<file path="config.mk">
export PLATFORM = sky130hd
export DESIGN_NAME = player_physics_flat
export DESIGN_NICKNAME = d
export VERILOG_FILES = /design/src/rtl/player_physics_if.sv /design/src/rtl/player_physics.sv /design/src/flat_wrapper.sv
export SDC_FILE = /design/constraint.sdc
export NUM_CORES = 1
export LEC_CHECK = 0
export CAP_MARGIN = 25
export CORE_MARGIN = 2
export CORE_UTILIZATION = 55
export CTS_CLUSTER_SIZE = 20
export DETAILED_ROUTE_END_ITERATION = 7
export PLACE_DENSITY_LB_ADDON = 0.2
export RECOVER_POWER = 25
export SLEW_MARGIN = 20
export SYNTH_ARGS = -nofsm -noshare
export SYNTH_HDL_FRONTEND = slang
export SYNTH_SLANG_ARGS = --single-unit
</file>
<file path="constraint.sdc">
create_clock -name clk -period 7.9 [get_ports clk]
set_input_delay 0.79 -clock clk [delete_from_list [all_inputs] [get_ports clk]]
set_output_delay 0.79 -clock clk [all_outputs]
set_load 0.005 [all_outputs]
</file>
<file path="src/rtl/player_physics_if.sv">
// Tile-map collision probe bus: the physics engine drives a screen coordinate,
// the tile map answers with that pixel's solid bit in the same cycle.
interface player_physics_if;
    logic [9:0] probe_x;
    logic [9:0] probe_y;
    logic       probe_solid;

    modport master (output probe_x, output probe_y, input probe_solid);
    modport slave  (input probe_x, input probe_y, output probe_solid);
endinterface

</file>
<file path="src/rtl/player_physics.sv">
// Per-frame platformer player update: horizontal move with 4-corner collision
// probe, then gravity/jump vertical move with a second 4-corner probe.
module player_physics #(
    parameter int GRID_SIZE = 32,
    parameter int PLAYER_W  = 16,
    parameter int PLAYER_H  = 16,
    parameter int SPEED     = 2,
    parameter int GRAVITY   = 1,
    parameter int JUMP_V    = 12,
    parameter int VMAX      = 8,
    parameter int START_X   = 175,
    parameter int START_Y   = 66
) (
    input  logic                   clk,
    input  logic                   rst,
    input  logic                   frame_tick,
    input  logic                   btn_left,
    input  logic                   btn_right,
    input  logic                   btn_jump,
    player_physics_if.master       tile,
    output logic [9:0]             pos_x,
    output logic [9:0]             pos_y,
    output logic [5:0]             vel_y,
    output logic                   on_ground,
    output logic                   busy,
    output logic                   done
);

    if (GRID_SIZE <= 0) begin : g_bad_grid
        $error("GRID_SIZE must be positive");
    end

    typedef enum logic [2:0] {IDLE, PX, XC, PY, YC} state_t;

    state_t             state_q;
    logic [9:0]         pos_x_q, pos_y_q, cand_x_q, cand_y_q;
    logic [9:0]         probe_x_q, probe_y_q;
    logic signed [5:0]  vel_q;
    logic               ground_q, busy_q, done_q, hit_q, jump_q;
    logic [1:0]         corner_q;

    logic [9:0]         dx, cand_x_d, commit_x, cand_y_d;
    logic signed [7:0]  vel_inc;
    logic signed [5:0]  vel_d;
    logic               last_corner;

    // Corner 0..3: top-left, top-right, bottom-left, bottom-right.
    function automatic logic [19:0] corner(input logic [9:0] bx, input logic [9:0] by,
                                           input logic [1:0] idx);
        logic [9:0] x, y;
        x = bx + (idx[0] ? 10'(PLAYER_W - 1) : 10'd0);
        y = by + (idx[1] ? 10'(PLAYER_H - 1) : 10'd0);
        return {x, y};
    endfunction

    always_comb begin
        dx = 10'd0;
        if (btn_right && !btn_left)
            dx = 10'(SPEED);
        else if (btn_left && !btn_right)
            dx = 10'(-SPEED);
        cand_x_d    = pos_x_q + dx;
        commit_x    = hit_q ? pos_x_q : cand_x_q;
        vel_inc     = {{2{vel_q[5]}}, vel_q} + 8'(GRAVITY);
        vel_d       = (vel_inc > $signed(8'(VMAX))) ? 6'(VMAX) : vel_inc[5:0];
        if (ground_q && jump_q)
            vel_d = 6'(-JUMP_V);
        cand_y_d    = pos_y_q + {{4{vel_d[5]}}, vel_d};
        last_corner = (corner_q == 2'd3);
    end

    always_ff @(posedge clk) begin
        if (rst) begin
            state_q   <= IDLE;
            pos_x_q   <= 10'(START_X);
            pos_y_q   <= 10'(START_Y);
            cand_x_q  <= 10'(START_X);
            cand_y_q  <= 10'(START_Y);
            probe_x_q <= 10'(START_X);
            probe_y_q <= 10'(START_Y);
            vel_q     <= '0;
            ground_q  <= 1'b0;
            busy_q    <= 1'b0;
            done_q    <= 1'b0;
            hit_q     <= 1'b0;
            jump_q    <= 1'b0;
            corner_q  <= 2'd0;
        end else begin
            done_q <= 1'b0;
            case (state_q)
                IDLE: if (frame_tick) begin
                    jump_q                 <= btn_jump;
                    cand_x_q               <= cand_x_d;
                    {probe_x_q, probe_y_q} <= corner(cand_x_d, pos_y_q, 2'd0);
                    hit_q                  <= 1'b0;
                    corner_q               <= 2'd0;
                    busy_q                 <= 1'b1;
                    state_q                <= PX;
                end
                PX: begin
                    hit_q    <= hit_q | tile.probe_solid;
                    corner_q <= corner_q + 2'd1;
                    if (last_corner)
                        state_q <= XC;
                    else
                        {probe_x_q, probe_y_q} <= corner(cand_x_q, pos_y_q, corner_q + 2'd1);
                end
                XC: begin
                    pos_x_q                <= commit_x;
                    vel_q                  <= vel_d;
                    cand_y_q               <= cand_y_d;
                    {probe_x_q, probe_y_q} <= corner(commit_x, cand_y_d, 2'd0);
                    hit_q                  <= 1'b0;
                    state_q                <= PY;
                end
                PY: begin
                    hit_q    <= hit_q | tile.probe_solid;
                    corner_q <= corner_q + 2'd1;
                    if (last_corner) begin
                        done_q  <= 1'b1;
                        state_q <= YC;
                    end else begin
                        {probe_x_q, probe_y_q} <= corner(pos_x_q, cand_y_q, corner_q + 2'd1);
                    end
                end
                YC: begin
                    // Only a blocked downward move counts as landing; a ceiling bump does not.
                    if (hit_q) begin
                        vel_q    <= '0;
                        ground_q <= (vel_q > 6'sd0);
                    end else begin
                        pos_y_q  <= cand_y_q;
                        ground_q <= 1'b0;
                    end
                    busy_q  <= 1'b0;
                    state_q <= IDLE;
                end
                default: state_q <= IDLE;
            endcase
        end
    end

    assign tile.probe_x = probe_x_q;
    assign tile.probe_y = probe_y_q;
    assign pos_x        = pos_x_q;
    assign pos_y        = pos_y_q;
    assign vel_y        = vel_q;
    assign on_ground    = ground_q;
    assign busy         = busy_q;
    assign done         = done_q;

endmodule

</file>
<file path="src/flat_wrapper.sv">
// flat-port wrapper written by rule: the top's interface ports become plain ports
module player_physics_flat 
#(
    parameter int GRID_SIZE = 32,
    parameter int PLAYER_W  = 16,
    parameter int PLAYER_H  = 16,
    parameter int SPEED     = 2,
    parameter int GRAVITY   = 1,
    parameter int JUMP_V    = 12,
    parameter int VMAX      = 8,
    parameter int START_X   = 175,
    parameter int START_Y   = 66
)
  (clk, rst, frame_tick, btn_left, btn_right, btn_jump, pos_x, pos_y, vel_y, on_ground, busy, done, tile_probe_x, tile_probe_y, tile_probe_solid);
  player_physics_if tile_i ();
  input  logic clk;
  input  logic rst;
  input  logic frame_tick;
  input  logic btn_left;
  input  logic btn_right;
  input  logic btn_jump;
  output logic [9:0] pos_x;
  output logic [9:0] pos_y;
  output logic [5:0] vel_y;
  output logic on_ground;
  output logic busy;
  output logic done;
  output wire logic [$bits(tile_i.probe_x)-1:0] tile_probe_x;
  output wire logic [$bits(tile_i.probe_y)-1:0] tile_probe_y;
  input wire logic [$bits(tile_i.probe_solid)-1:0] tile_probe_solid;
  assign tile_probe_x = tile_i.probe_x;
  assign tile_probe_y = tile_i.probe_y;
  assign tile_i.probe_solid = tile_probe_solid;
  player_physics #(.GRID_SIZE(GRID_SIZE), .PLAYER_W(PLAYER_W), .PLAYER_H(PLAYER_H), .SPEED(SPEED), .GRAVITY(GRAVITY), .JUMP_V(JUMP_V), .VMAX(VMAX), .START_X(START_X), .START_Y(START_Y)) u_core (.clk(clk), .rst(rst), .frame_tick(frame_tick), .btn_left(btn_left), .btn_right(btn_right), .btn_jump(btn_jump), .tile(tile_i), .pos_x(pos_x), .pos_y(pos_y), .vel_y(vel_y), .on_ground(on_ground), .busy(busy), .done(done));
endmodule
</file>
==> flow_summary.json <==
{
  "grt_pass1_vias": 4889,
  "critical_path.cell_chain": "buf_2 -> clkbuf_1 -> inv_1 -> clkbuf_1 -> nand3_1 -> o31ai_1",
  "crit_buf_inv": 4,
  "status": "finished with violations",
  "clock_sinks": 76,
  "critical_path_peak_fanout": 48,
  "worst_pin_slew_ns": 2.456,
  "netlist-cell-type-count": 66,
  "nFillCells": 810,
  "floorplan.initialDensity_pct": 56.59,
  "timing.critical_path.mode_cell": "clkbuf_1",
  "critPathCaptureType": "register",
  "crit_cells": 6,
  "timing.rr.end": "u_core.tile.probe_y[8]",
  "die_area_um2": 10300,
  "drive_gt1_share_pct": 4.857,
  "cp-start-kind": "input port",
  "report.final.setup_viol": 0,
  "final-max-slew-violation-count": 82,
  "critical_path.max_stage_delay_ns": 1.74,
  "tritoncts": "yes",
  "remaining_design_rule_violation_count": 0,
  "grt_util_all_layers_pct": 30.66,
  "area_grow_syn2layout_pct": 15.77,
  "postSynthNetCount": 703,
  "cts-buffers-inserted": 9,
  "ys_ff_latch": 76,
  "ant_nets": 0,
  "die_height_um": 101.5,
  "fin_util_pct": 65.51,
  "post-synth-top-area-fraction_pct": 29.10,
  "gr-total-overflow": 0,
  "clk_transition_reported_paths_ns": 0.08,
  "gr_layer_usage_met3_pct": 5.176,
  "vdd_ir_drop_max_mv": 0.08299,
  "count_of_antenna_diodes_in_the_layout": 0,
  "fp-row-count": 35,
  "detailed_place.area_um2": 5822,
  "design_area_um2": 6053,
  "postLayoutSetupSlackWorst_ns": 4.106,
  "cp_data_required_time_ns": 8.06,
  "synth.largest_area_cell": "dfxtp_1",
  "maxSlewHeadroom_pct": -63.75,
  "cts-root-buf": "clkbuf_8",
  "cell_count_of_the_worst_reg_to_reg_path": 14,
  "vias": 5135,
  "period_share_pct": 48.02,
  "power_per_cell_area_nw_per_um2": 153.1,
  "cts_repair_resize_count": 0,
  "post_detailed_placement_half_perimeter_wirelength_um": 10900,
  "mappedNetlistArea_um2": 5229,
  "bufs_on_longest_clock_path": 2,
  "final_report_hold_violation_count": 0,
  "synth.yosys.seq_area_share_pct": 29.10,
  "drt_first_iter_violations": 313,
  "detailedPlace.worstSlack_ns": 4.364,
  "wire_length_of_the_first_global_routing_pass_um": 24760,
  "edff_count_synth": 0,
  "clock-skew-final_ns": 0.009875,
  "total_leakage_power_nw": 2.401,
  "postSynth.asyncResetShare_pct": 0,
  "portBuffers": 55,
  "cts-htree-levels": 3,
  "grt_busiest_layer": "met2",
  "final_nets": 745,
  "layout_min_cycle_time_ns": 3.794,
  "critPathSlowestCell": "clkbuf_1",
  "worstPathArrival_ns": 3.95,
  "worst_hold_path_type": "register to register",
  "post_synth_main_area_contributors": "dfxtp_1 29%, ha_1 8.9%, a21oi_1 6.5%, nand2_1 6.3%, xnor2_1 4.7%",
  "fin_setup_tns_ns": 0,
  "critPathTopFamily": "buffers and inverters",
  "violations_in_the_final_reports": "capacitance limit, slew limit",
  "postSynth.topFlopCell": "dfxtp_1",
  "dr.pass1.iters": 5,
  "num_io_pins": 56,
  "grt_antenna_before_repair": 0,
  "post_synth.cell_area_avg_um2": 8.007,
  "timing.hold.worst_endpoint": "u_core.tile.probe_y[0]",
  "grt_util_met1_pct": 39.70,
  "pin_count_of_the_biggest_net_entering_global_routing": 49,
  "gp_congestion": 0.9653,
  "dieWidth_um": 101.5,
  "hold_path.startpoint": "u_core.tile.probe_y[0]",
  "postSynthCellCount": 653,
  "critical_setup_path_class": "input port to register",
  "post_drt_via_cell_ratio": 6.194,
  "totalWireLength_um": 15360,
  "max_freq_mhz": 263.6,
  "reg2reg_from": "u_core.vel_y[0]",
  "cts_setup_buffers": 0,
  "regToRegSetupSlack_ns": 4.27,
  "gr-usage-met2_pct": 50.81,
  "cts-hold-fix-buffers": 0,
  "rsz0062_at_grt": "false",
  "wl_per_cell_um": 18.53,
  "synth_warnings": 0,
  "core_area_um2": 9240,
  "cap_viol_max_count": 2,
  "worstSkewPairLatency_ns": 0.36,
  "min_path_cells": 2
}
-- through the flow --
stage / total power [mW] / cells / hold WS (ns)
6_report: 0.9267 / 829 / 0.4500
4_1_cts: 0.9295 / 827 / 0.4577
2_1_floorplan: 0.5334 / 653 / 0.4450
3_3_place_gp: 0.5865 / 811 / 0.4423
5_1_grt: 0.9653 / 829 / 0.4958
3_5_place_dp: 0.5907 / 811 / 0.4464
-- worst max-delay path by stage --
stage	startpoint	slack, ns	end
finish	rst	4.11	u_core.tile.probe_y[8]
global route	rst	3.84	u_core.tile.probe_y[8]
CTS	u_core.vel_y[0]	4.33	u_core.tile.probe_y[8]
detailed placement	u_core.vel_y[0]	4.36	u_core.tile.probe_y[8]
global placement	u_core.vel_y[0]	4.50	u_core.tile.probe_y[8]
floorplan	u_core.vel_y[0]	4.65	u_core.tile.probe_y[8]
-- state kept, by name (all words and copies together), names as in the netlist, 2 cells and up --
register             flops
u_core.vel_y             6
u_core.cand_y_q         10
u_core.cand_x_q         10
u_core.corner_q          2
u_core.tile.probe_y     10
u_core.tile.probe_x     10
u_core.pos_y            10
u_core.pos_x            10
u_core.state_q           3
-- layout by cell type, fill, tap and decap left out, types with 5 or more instances in the layout --
| cell type | netlist | routed |
|---|---|---|
| mux2i_1 | 17 | 17 |
| o21ai_0 | 35 | 35 |
| o21ai_1 | 7 | 7 |
| clkbuf_8 | 0 | 10 |
| nor3b_1 | 6 | 6 |
| a211oi_1 | 14 | 14 |
| clkdlybuf4s50_1 | 0 | 32 |
| dlygate4sd3_1 | 0 | 22 |
| nand4_1 | 6 | 6 |
| and3_1 | 11 | 11 |
| buf_4 | 5 | 5 |
| dfxtp_1 | 76 | 76 |
| nor3_1 | 13 | 13 |
| a21o_1 | 8 | 8 |
| a31oi_1 | 6 | 6 |
| xnor2_1 | 28 | 28 |
| nand3_1 | 19 | 19 |
| inv_1 | 26 | 26 |
| fa_1 | 6 | 6 |
| ha_1 | 37 | 37 |
| o21bai_1 | 5 | 5 |
| o221ai_1 | 5 | 5 |
| o211ai_1 | 10 | 10 |
| nor2b_1 | 6 | 6 |
| nand2b_1 | 9 | 9 |
| a21oi_1 | 68 | 68 |
| nor2_1 | 33 | 34 |
| xor2_1 | 11 | 11 |
| nand2_1 | 88 | 88 |
| o21a_1 | 5 | 5 |
| a22oi_1 | 6 | 6 |
-- synthesized netlist by cell type, types with 7 or more instances --
library cell	n
xnor2_1	28
o21ai_1	7
a21o_1	8
ha_1	37
nor3_1	13
nand2_1	88
a211oi_1	14
mux2i_1	17
inv_1	26
nor2_1	33
buf_2	13
o211ai_1	10
o21ai_0	35
nand2b_1	9
nand3_1	19
xor2_1	11
dfxtp_1	76
a21oi_1	68
clkbuf_1	13
and3_1	11
-- report_power, final --
part / internal (mW) / switching [mW] / total (mW)
combinational: 0.0730 / 0.0928 / 0.166
sequential: 0.398 / 0.0174 / 0.416
clock: 0.188 / 0.157 / 0.345
-- logic make-up (layout without fill, tap and decap cells) --
logic type	after synthesis	in the layout	synth area share, %
and+or+nand+nor	216	216	19.91
AOI/OAI and AO/OA	201	201	24.72
DFF	76	76	29.10
buffers and inverters	59	106	4.905
adders and majority gates	43	43	11.15
xor gates and xnor gates	39	39	6.533
muxes	19	19	3.685
-- metal layers --
metal  vias to the layer above  part of all wire [%]
met5                         -                     0
met2                       222                    48
met3                        44                   6.3
li1                       2449                     -
met4                         0                   2.7
met1                      2420                    43
-- layout make-up --
type	count	area, um^2	area share (%)
Timing Repair Buffer	62	590.6	9.756
Clock inverter	5	85.08	1.406
Inverter	28	105.1	1.736
Clock buffer	11	141.4	2.336
Multi-Input combinational cell	518	3448	56.97
Tap cell	129	161.4	2.666
Sequential cell	76	1521	25.13
-- worst reg2reg max path, cell delays in order (launching register included) --
cell,delay [ns]
dfxtp_1,0.38
ha_1,0.32
and3_1,0.26
a32oi_1,0.22
o311a_1,0.26
a41oi_2,0.08
and3_1,0.25
ha_1,0.22
fa_1,0.43
a211oi_1,0.32
o21bai_1,0.14
o22ai_1,0.17
xnor2_1,0.17
a21oi_1,0.10
o31ai_1,0.22
Note: power is estimated with default switching activity, not from simulation.
